`config.mk`:
```
export PLATFORM = sky130hd
export DESIGN_NAME = div
export DESIGN_NICKNAME = d
export VERILOG_FILES = /design/src/rtl/div.sv
export SDC_FILE = /design/constraint.sdc
export NUM_CORES = 1
export LEC_CHECK = 0
export ABC_AREA = 0
export CORE_MARGIN = 2
export CORE_UTILIZATION = 62
export CTS_CLUSTER_SIZE = 8
export DETAILED_ROUTE_END_ITERATION = 12
export GPL_TIMING_DRIVEN = 0
export HOLD_SLACK_MARGIN = 0.12
export PLACE_DENSITY_LB_ADDON = 0.08
export SLEW_MARGIN = 20
export SYNTH_ARGS = -nofsm -noshare
export SYNTH_HDL_FRONTEND = slang
export SYNTH_SLANG_ARGS = --single-unit
```
`constraint.sdc`:
```
create_clock -name Clk -period 6.4 [get_ports Clk]
set_input_delay 1.28 -clock Clk [delete_from_list [all_inputs] [get_ports Clk]]
set_output_delay 1.28 -clock Clk [all_outputs]
set_load 0.05 [all_outputs]
```
`src/rtl/div.sv`:
```
// Sequential 32-bit restoring divider (DIV/DIVU) feeding HI/LO.
// Level-held iniciar handshake: 32 iteration cycles plus one sign-fix cycle,
// divide-by-zero short-circuits straight to DONE.
module div (
   input  logic        Clk,
   input  logic        Reset,
   input  logic        iniciar,
   input  logic        sinal,
   input  logic [31:0] dividendo,
   input  logic [31:0] divisor,
   output logic [31:0] quociente,
   output logic [31:0] resto,
   output logic        dividindo,
   output logic        pronto,
   output logic        div_zero
);

   typedef enum logic [1:0] {S_IDLE, S_DIV, S_FIX, S_DONE} state_t;

   state_t      state, state_nxt;
   logic [5:0]  cnt;
   logic [31:0] dq;     // dividend magnitude shifting out, quotient bits shifting in
   logic [31:0] dvs;    // divisor magnitude
   logic [31:0] rem;    // partial remainder
   logic        neg_q, neg_r;

   logic [32:0] r_sh, r_sub;
   logic        r_ge;

   // One restoring step: shift next dividend bit into the remainder and trial-subtract.
   // r_sh < 2*dvs always holds, so the borrow bit alone tells whether r_sh >= dvs.
   always_comb begin
      r_sh  = {rem, dq[31]};
      r_sub = r_sh - {1'b0, dvs};
      r_ge  = ~r_sub[32];
   end

   // State register.
   always_ff @(posedge Clk or negedge Reset) begin
      if (!Reset) state <= S_IDLE;
      else        state <= state_nxt;
   end

   // Next-state and status outputs; dropping iniciar mid-operation aborts to IDLE.
   always_comb begin
      state_nxt = state;
      dividindo = 1'b0;
      pronto    = 1'b0;
      case (state)
         S_IDLE: begin
            if (iniciar) state_nxt = (divisor == 32'd0) ? S_DONE : S_DIV;
         end
         S_DIV: begin
            dividindo = 1'b1;
            if (!iniciar)          state_nxt = S_IDLE;
            else if (cnt == 6'd31) state_nxt = S_FIX;
         end
         S_FIX: begin
            dividindo = 1'b1;
            state_nxt = iniciar ? S_DONE : S_IDLE;
         end
         S_DONE: begin
            pronto = 1'b1;
            if (!iniciar) state_nxt = S_IDLE;
         end
         default: state_nxt = S_IDLE;
      endcase
   end

   // Datapath: operand capture, iterations, sign fix, and abort clearing of results.
   always_ff @(posedge Clk or negedge Reset) begin
      if (!Reset) begin
         cnt       <= '0;
         dq        <= '0;
         dvs       <= '0;
         rem       <= '0;
         neg_q     <= 1'b0;
         neg_r     <= 1'b0;
         quociente <= '0;
         resto     <= '0;
         div_zero  <= 1'b0;
      end else begin
         case (state)
            S_IDLE: begin
               if (iniciar) begin
                  dq    <= (sinal && dividendo[31]) ? -dividendo : dividendo;
                  dvs   <= (sinal && divisor[31])   ? -divisor   : divisor;
                  neg_q <= sinal & (dividendo[31] ^ divisor[31]);
                  neg_r <= sinal & dividendo[31];
                  cnt   <= '0;
                  rem   <= '0;
                  if (divisor == 32'd0) begin
                     div_zero  <= 1'b1;
                     quociente <= '0;
                     resto     <= dividendo;
                  end else begin
                     div_zero  <= 1'b0;
                     quociente <= '0;
                     resto     <= '0;
                  end
               end
            end
            S_DIV: begin
               if (!iniciar) begin
                  quociente <= '0;
                  resto     <= '0;
                  div_zero  <= 1'b0;
               end else begin
                  rem <= r_ge ? r_sub[31:0] : r_sh[31:0];
                  dq  <= {dq[30:0], r_ge};
                  cnt <= cnt + 6'd1;
               end
            end
            S_FIX: begin
               if (!iniciar) begin
                  quociente <= '0;
                  resto     <= '0;
                  div_zero  <= 1'b0;
               end else begin
                  // Truncation toward zero; remainder follows the dividend's sign.
                  quociente <= neg_q ? -dq  : dq;
                  resto     <= neg_r ? -rem : rem;
               end
            end
            default: ;
         endcase
      end
   end

endmodule

```
# ---- After elaboration in Yosys (flattened, before gate mapping)
# Index checks and enable logic that the tools add are counted.
dict set report word_totals {
  inputBits 68
  output_inout_bits 67
  reg_bits 171
  elab_cells 77
}
dict set report op_classes {
  add_sub_neg 6
  bitwise 4
  reduce_logical 13
  eq_ne 10
  n_mux 34
}
# op count
set ops {}
lappend ops {{$mux W32} 14}
lappend ops {{$pmux W32 S3} 2}
lappend ops {{$neg A32 Y32} 4}
lappend ops {{$pmux W32 S2} 2}
lappend ops {{$sub A33 B32 Y33} 1}
lappend ops {{$logic_not A32 Y1} 1}
lappend ops {{$mux W2} 6}
lappend ops {{$mux W6} 2}
lappend ops {{$pmux W6 S2} 1}
lappend ops {{$reduce_and A3 Y1} 4}
lappend ops {{$ne A2 B2 Y1 const B} 5}
lappend ops {{$pmux W2 S4} 1}
lappend ops {{$add A6 B1 Y6 const B} 1}
lappend ops {{$eq A6 B5 Y1 const B} 1}
lappend ops {{$mux W1} 5}
lappend ops {{$eq A2 B2 Y1 const B} 2}
lappend ops {{$reduce_bool A2 Y1} 2}
lappend ops {{$ne A3 B3 Y1 const B} 1}
lappend ops {{$reduce_bool A3 Y1} 1}
lappend ops {{$and A1 B1 Y1} 2}
lappend ops {{$eq A2 B1 Y1 const B} 1}
lappend ops {{$logic_and A1 B1 Y1} 2}
lappend ops {{$logic_not A2 Y1} 1}
lappend ops {{$pmux W1 S2} 1}
lappend ops {{other kinds (4)} 4}

# ---- Logic depth before layout (Yosys ltp)
# Gate-level depths: netlist of the first run.
dict set report logic_depth {
  depth_word 4
  ltp_mapped 13
  ltp_nobuf 12
}

# ---- Least setup slack after synthesis of the first run
# No wires, ideal clock.
dict set report synth_path {
  path_kind {input -> register}
  startpoint {input divisor[2]}
  endpoint {register resto[3]}
  cell_stages 10
  slack_ns 2.560
  arrival_ns 3.757
  t_required_ns 6.317
  setup_time_ns 0.083
  path_buffers 1
  cell_sequence {nor4_1 and2_1 nand2_1 nor4_1 nor4b_1 nand3b_1 nor2_1 clkbuf_1 a21oi_1 o21ai_0}
}
dict set report synth_via {
  elab_chain_cells 4
}
# item line
set synth_lines {}
lappend synth_lines {{from (decl)} 10} ;# input logic [31:0] divisor,
lappend synth_lines {{$logic_not A32 Y1} 92} ;# if (divisor == 32'd0) begin
lappend synth_lines {{$mux W32} 92}
lappend synth_lines {{$mux W32} 85} ;# if (iniciar) begin
lappend synth_lines {{$pmux W32 S3} 83} ;# case (state)
lappend synth_lines {{to (signal assigned)} 95} ;# resto <= dividendo;
lappend synth_lines {{to (signal assigned)} 122} ;# resto <= neg_r ? -rem : rem;
lappend synth_lines {{to (decl)} 12} ;# output logic [31:0] resto,
# No other way between the ends. The select of a mux whose other input is x is not followed.
# A chain may end at the register's enable or synchronous reset.

# ---- Final worst setup path of the first run
dict set report layout_path {
  startpoint {input divisor[2]}
  endpoint {register resto[30]}
}
# Same word-level chain as after synthesis.

==> qor.yml, run 1 <==
status:
  status: "finished, final reports clean"
synthesis:
  ys_ff_latch: 171
  ys_warn_count: 0
  ys_seq_area_share_pct: 37.15
  synthFlopType: "dfrtp_1"
  synth_top_family_by_area: "compound AO/OA/AOI/OAI gates"
  synthXorXnorAreaFrac_pct: 11.18
  synthMuxAreaShare_pct: 3.421
  synthCells: 1405
  synth_compound_area_share_pct: 21.80
  avgSynthCellArea_um2: 8.199
  synth_fa_ha_area_share_pct: 4.736
  ys_types: 60
  synth-edff-count: 0
  synthSimpleGateAreaFrac_pct: 17.63
  synthesis.nets: 1516
  async_reset_ff_share_pct: 100.0
  syn_area_mm2: 0.01152
timing:
  whs_ns: 0.4762
  hold_violations: 0
  period_needed_ns: 5.291
  relSlewSlack_pct: 40.78
  fmax_mhz: 189.0
  finClkSkew_ns: 0.01015
  tns_ns: 0
  rsz0062_at_grt: "no"
  min_period_over_period_pct: 82.67
  slew_viol_final: 0
  setup_viol: 0
  worst_pin_slew_ns: 0.8759
clock_network:
  cts.hold.buffers_added: 0
  cts_buffer_depth: 2
  clockRootBuffer: "clkbuf_16"
  numClockSinks: 171
  numCtsBuffers: 17
  clkTransAtPathRegs_ns: 0.07
  h-tree-depth: 4
  postCtsSetupBuffers: 0
  cts_tree: "yes"
  clk_latency_ns: 0.44
  cts_resized: 0
floorplan:
  start_util_pct: 63.69
  floorplan.die.height_um: 140.3
  rows: 49
  core_mm2: 0.01809
  die_w_um: 140.3
  io_pins: 135
  dieArea_mm2: 0.01969
pwr:
  combPwrFrac_pct: 57.4
  power.density_mw_per_mm2: 476.8
  p_sw_share_pct: 47.99
  leakage_uw: 0.005799
  power_frac_seq_pct: 26.7
  power_switching_uw: 3154
  pwr-share-clk_pct: 15.9
  ir_worst_vdd_uv: 288.1
  p_int_uw: 3417
setup_path:
  cp_common_cell: "nor4_1"
  path_buf_inv: 2
  critPathSlowestCell: "nor4b_1"
  r2r_slack_ns: 2.24
  crit_required_ns: 6.75
  arrival_ns: 5.64
  worstReg2RegStart: "dq[31]"
  crit_family: "simple AND/OR/NAND/NOR gates"
  cp-start-kind: "input pin"
  crit_path_cell_trace: "clkdlybuf4s50_1, nor4_1, and2_1, nand2_1, nor4_1, nor4b_1, nand3b_1, nor2_1, clkbuf_1, a21oi_1, o21ai_0"
  critPathKind: "input pin to register"
  end_kind: "register"
  r2r_end: "rem[21]"
  reg2regPathDepth: 14
  critPathMaxStageDelay_ns: 0.79
  cp_max_fo: 10
place:
  routabilityCongestion: 0.9371
  dp_hpwl_um: 24850
  port_buffers: 134
grt:
  grt_max_degree: 101
  grt_pass1_wl_um: 52660
  grt_pass1_vias: 10550
  track_usage_pct: 33.58
  antenna_found_initial: 0
  gr-total-overflow: 0
final_layout:
  drive_gt1_share_pct: 3.369
  fin_nets: 1671
  final_util_pct: 76.20
  num_antenna_cells: 0
  multi_input_area_mm2: 0.006777
  synthToLayoutAreaGrowth_pct: 19.63
  ff_latch_area_mm2: 0.004279
  fillers: 1405
job:
  cap_viol_max_count: 0
routing:
  via_per_inst: 6.063
  ant_nets: 0
  drc: 0
  drt_iter0_drc: 816
  dr.pass1.iters: 6
  vias: 10930
  drt_wl_total_um: 32310
  wl_per_cell_um: 17.93
worst_hold_path:
  min_from: "quociente[19]"
  hold_depth: 2
  whs_endpoint: "quociente[19]"
  hp-class: "register to register"
==> tightest hold or removal path: stages (launching register included) <==
cell and delay (ns):
dfrtp_1 0.34, nand2_1 0.04, o21ai_0 0.06
==> layout by cell type, fill, tap and decap left out, types with 11 or more instances in the layout <==
cell type	Yosys	routed
nand2_1	208	208
o21ai_0	197	197
dfrtp_1	171	171
clkdlybuf4s50_1	0	133
a21oi_1	115	115
nor2_1	104	104
xor2_1	90	90
clkbuf_1	64	64
xnor2_1	57	57
inv_1	56	56
ha_1	42	42
mux2i_1	36	36
o31ai_1	33	33
nor3_1	19	19
nand3_1	17	17
clkbuf_16	0	17
nand4_1	14	14
or4_1	14	14
a21o_1	12	12
nor4_1	12	12
or3_1	11	11
o41ai_1	11	11
==> power by group through the flow <==
stage          Clock, uW  Combinational [uW]  Sequential, uW
6_report            1040                3770            1760
5_1_grt             1090                4160            1800
4_1_cts             1040                3730            1750
3_5_place_dp           0                3680            1770
3_3_place_gp           0                3560            1740
2_1_floorplan          0                2670            1770
==> worst max path at each step <==
stage | startpoint | endpoint | slack (ns) | cells past startpoint
finish | divisor[2] | resto[30] | 1.11 | 11
global route | divisor[2] | resto[30] | 0.53 | 11
detailed placement | divisor[2] | resto[30] | 0.73 | 11
floorplan | divisor[2] | resto[2] | 2.56 | 10
global placement | Reset | dvs[30] | -2.66 | 1
CTS | divisor[2] | resto[30] | 1.18 | 11
==> layout make-up <==
class	count	share of cell area, %
Buffer	69	1.898
Clock buffer	18	3.187
Clock inverter	14	1.062
Inverter	56	1.525
Multi-Input combinational cell	1109	49.17
Sequential cell	171	31.05
Tap cell	229	2.079
Timing Repair Buffer	136	10.02
==> state kept, by name (all words and copies together), names as in the netlist <==
signal     cells
quociente     32
cnt            6
resto         32
div_zero       1
neg_q          1
rem           32
dvs           32
dq            32
neg_r          1
state          2
==> Yosys cell counts, types with 3 or more instances <==
cell type / n / area share, %
xnor2_1: 57 / 4.3
or4_4: 3 / 0.29
nand4_1: 14 / 0.76
nor4b_1: 3 / 0.23
a21oi_1: 115 / 5.0
or4_1: 14 / 0.91
nor4_1: 12 / 0.65
nand2b_1: 9 / 0.49
o31ai_1: 33 / 2.2
clkbuf_1: 64 / 2.1
and2_1: 9 / 0.49
a22oi_1: 6 / 0.39
nand2_1: 208 / 6.8
nand3_1: 17 / 0.74
xor2_1: 90 / 6.8
nor2_1: 104 / 3.4
a21boi_0: 3 / 0.20
a31oi_1: 7 / 0.38
inv_1: 56 / 1.8
o21a_1: 9 / 0.59
o31a_1: 3 / 0.23
or2_2: 3 / 0.16
or3_1: 11 / 0.60
a211oi_1: 6 / 0.39
mux2_2: 3 / 0.29
dfrtp_1: 171 / 37
o21bai_1: 4 / 0.26
nor3_1: 19 / 0.83
ha_1: 42 / 4.6
mux2i_1: 36 / 3.1
o21ai_0: 197 / 8.6
a21o_1: 12 / 0.78
o41ai_1: 11 / 0.84
o22ai_1: 7 / 0.38
o211ai_1: 3 / 0.20
nor2b_1: 8 / 0.43
buf_1: 3 / 0.098
a41oi_1: 3 / 0.23
==> routing by layer <==
| metal | vias to the layer above | GRT usage, % | part of all wire [%] | wire, um |
|---|---|---|---|---|
| li1 | 5272 | - | - | - |
| met1 | 5065 | 39.48 | 39 | 12520 |
| met2 | 465 | 59.08 | 50 | 16160 |
| met3 | 124 | 5.778 | 6.2 | 1989 |
| met4 | 0 | 17.38 | 5.1 | 1639 |
| met5 | - | 0 | 0 | 0 |
==> kinds of logic (layout without fill, tap and decap cells) <==
kind of cell	after synthesis	after routing
simple gates	446	446
compound gates	434	434
flops	171	171
xor+xnor	147	147
buf+inv	125	293
fa+ha+maj	43	43
mux	39	39
==> per-stage QoR <==
stage | std cells | cell area, um^2 | power, uW | worst slack [ns]
after floorplan | 1405 | 11520 | 4438 | 2.560
after global placement | 1768 | 13150 | 5305 | -2.656
after detailed placement | 1770 | 13200 | 5444 | 0.7341
after CTS | 1802 | 13780 | 6523 | 1.179
after global routing | 1802 | 13780 | 7053 | 0.5300
final | 1802 | 13780 | 6571 | 1.109
No activity file was read; power rests on OpenSTA's default activity.
==> run 2: changes to the inputs <==
- CORE_UTILIZATION: 62 -> 57
- clock period: 6.4 -> 5.3 ns (I/O delays scaled with it)
==> run 2 against run 1 <==
Effect of this change:
- die area is 8.5% higher
- final cell count increased by 2.3%
- non-clock buffer count stayed put
- register-to-register slack worse by 1.2 ns
- utilization decreased by 7.1 points
- setup slack lost 0.85 ns
- critical endpoint unchanged
- largest power group unchanged
==> qor.yml, run 2 (synthesis gave the netlist of run 1 again) <==
setup_path:
  startpoint: "divisor[2]"
  path_depth: 11
  reg2regPathDepth: 14
  critPathMaxStageDelay_ns: 0.77
  critPathKind: "input pin to register"
  r2r_end: "rem[21]"
  cp_max_fo: 10
  end_kind: "register"
  crit_path_end: "resto[30]"
  cp-start-kind: "input pin"
  cp_common_cell: "nor4_1"
  path_buf_inv: 2
  crit_required_ns: 5.65
  worstReg2RegStart: "dq[31]"
  r2r_slack_ns: 1.09
  crit_path_cell_trace: "clkdlybuf4s50_1, nor4_1, and2_1, nand2_1, nor4_1, nor4b_1, nand3b_1, nor2_1, clkbuf_1, a21oi_1, o21ai_0"
  critPathSlowestCell: "nor4b_1"
  crit_family: "simple AND/OR/NAND/NOR gates"
  arrival_ns: 5.39
routing:
  drt_wl_total_um: 32310
  drt_iter0_drc: 730
  ant_nets: 0
  dr.pass1.iters: 6
  drc: 0
  wl_per_cell_um: 17.53
  vias: 10680
  via_per_inst: 5.797
grt:
  grt_pass1_vias: 10080
  gr-total-overflow: 0
  grt_pass1_wl_um: 51380
  track_usage_pct: 30.27
  grt_max_degree: 96
  antenna_found_initial: 0
timing:
  rsz0062_at_grt: "no"
  whs_ns: 0.4787
  fmax_mhz: 198.2
  relSlewSlack_pct: 41.70
  finClkSkew_ns: 0.01293
  hold_violations: 0
  period_needed_ns: 5.044
  slew_viol_final: 0
  setup_viol: 0
  min_period_over_period_pct: 95.17
  worst_pin_slew_ns: 0.8623
floorplan:
  floorplan.die.height_um: 146.2
  die_w_um: 146.2
  core_mm2: 0.02004
  dieArea_mm2: 0.02136
  io_pins: 135
  start_util_pct: 57.49
  rows: 52
final_layout:
  drive_gt1_share_pct: 3.242
  final_cell_mix: "nand2_1 (208), o21ai_0 (197), dfrtp_1 (171)"
  fillers: 1715
  synthToLayoutAreaGrowth_pct: 20.19
  final_common_cell: "nand2_1"
  fin_nets: 1671
  num_antenna_cells: 0
  fin_cells: 1843
place:
  dp_hpwl_um: 25100
  dpl.cell_count: 1811
  port_buffers: 134
  routabilityCongestion: 0.8844
clock_network:
  cts_resized: 0
  cts_tree: "yes"
  numClockSinks: 171
  cts.hold.buffers_added: 0
  clockRootBuffer: "clkbuf_16"
  clkTransAtPathRegs_ns: 0.06
  cts_buffer_depth: 2
  numCtsBuffers: 17
  h-tree-depth: 4
  clk_latency_ns: 0.44
  postCtsSetupBuffers: 0
pwr:
  leakage_uw: 0.005801
  ir_worst_vdd_uv: 275.2
  power.density_mw_per_mm2: 570.9
worst_hold_path:
  hp-class: "register to register"
status:
  status: "finished, final reports clean"
job:
  cap_viol_max_count: 0
## run 2: cell types whose count changed in the layout (fill, tap and decap cells not counted)
| cell | previous run | this run |
|---|---|---|
| clkbuf_1 | 64 | 66 |
| clkinv_2 | 4 | 2 |
| bufinv_16 | 2 | 3 |
| clkbuf_8 | 1 | 0 |
| clkinv_4 | 3 | 2 |
| inv_6 | 2 | 3 |
## run 2: cell type report
type                       instances  area (um^2)  share of cell area (%)
sequential                       171         4279                   30.91
buffer                            69        261.5                   1.889
clock inverter                    13        166.4                   1.202
clock buffer                      19        432.9                   3.127
inverter                          56        210.2                   1.518
tap                              270        337.8                   2.440
multi-input combinational       1109         6777                   48.94
timing repair buffer             136         1381                   9.976
## run 2: through the flow
step	setup WS, ns	TNS (ns)	cell area (um^2)	util (%)	power, uW
final	0.2558	0	13850	69.09	7904
after global routing	0.06589	0	13850	69.09	8496
after CTS	0.3302	0	13850	69.09	7874
after detailed placement	-0.1143	-0.4440	13250	66.10	6573
after global placement	-3.675	-625.34	13200	65.87	6456
after floorplan	1.680	0	11520	-	5359
## run 2: worst register-to-register path, cell delays in order (launching register included)
cell	delay (ns)
dfrtp_1	0.35
inv_1	0.15
ha_1	0.27
fa_1	0.39
nand2b_1	0.20
a21oi_1	0.21
o21ba_2	0.19
o21bai_1	0.15
o21a_1	0.27
o21a_1	0.22
o311ai_2	0.36
buf_4	0.25
clkbuf_1	0.55
nand2_1	0.34
o21ai_0	0.23
## run 2: layer usage
metal / share of wire [%] / global-route usage (%) / vias to the layer above
met5: 0 / 0 / -
met4: 3.4 / 12.23 / 0
met3: 5.0 / 4.188 / 72
met2: 51 / 54.50 / 370
met1: 41 / 36.60 / 4979
li1: - / - / 5262
## run 2: power breakdown
| group | switching (uW) | internal, uW | total [uW] |
|---|---|---|---|
| sequential | 436 | 1680 | 2120 |
| combinational | 2760 | 1730 | 4490 |
| clock | 546 | 746 | 1290 |
## run 2: worst min-delay path by stage
| stage | slack, ns | startpoint | end | cells after the start |
|---|---|---|---|---|
| final | 0.48 | dvs[20] | dvs[20] | 2 |
| after global routing | 0.51 | dvs[23] | dvs[23] | 2 |
| after CTS | 0.48 | quociente[26] | quociente[26] | 2 |
| after detailed placement | 0.47 | quociente[26] | quociente[26] | 2 |
| after global placement | 0.46 | quociente[26] | quociente[26] | 2 |
| after floorplan | 0.45 | dvs[10] | dvs[10] | 2 |
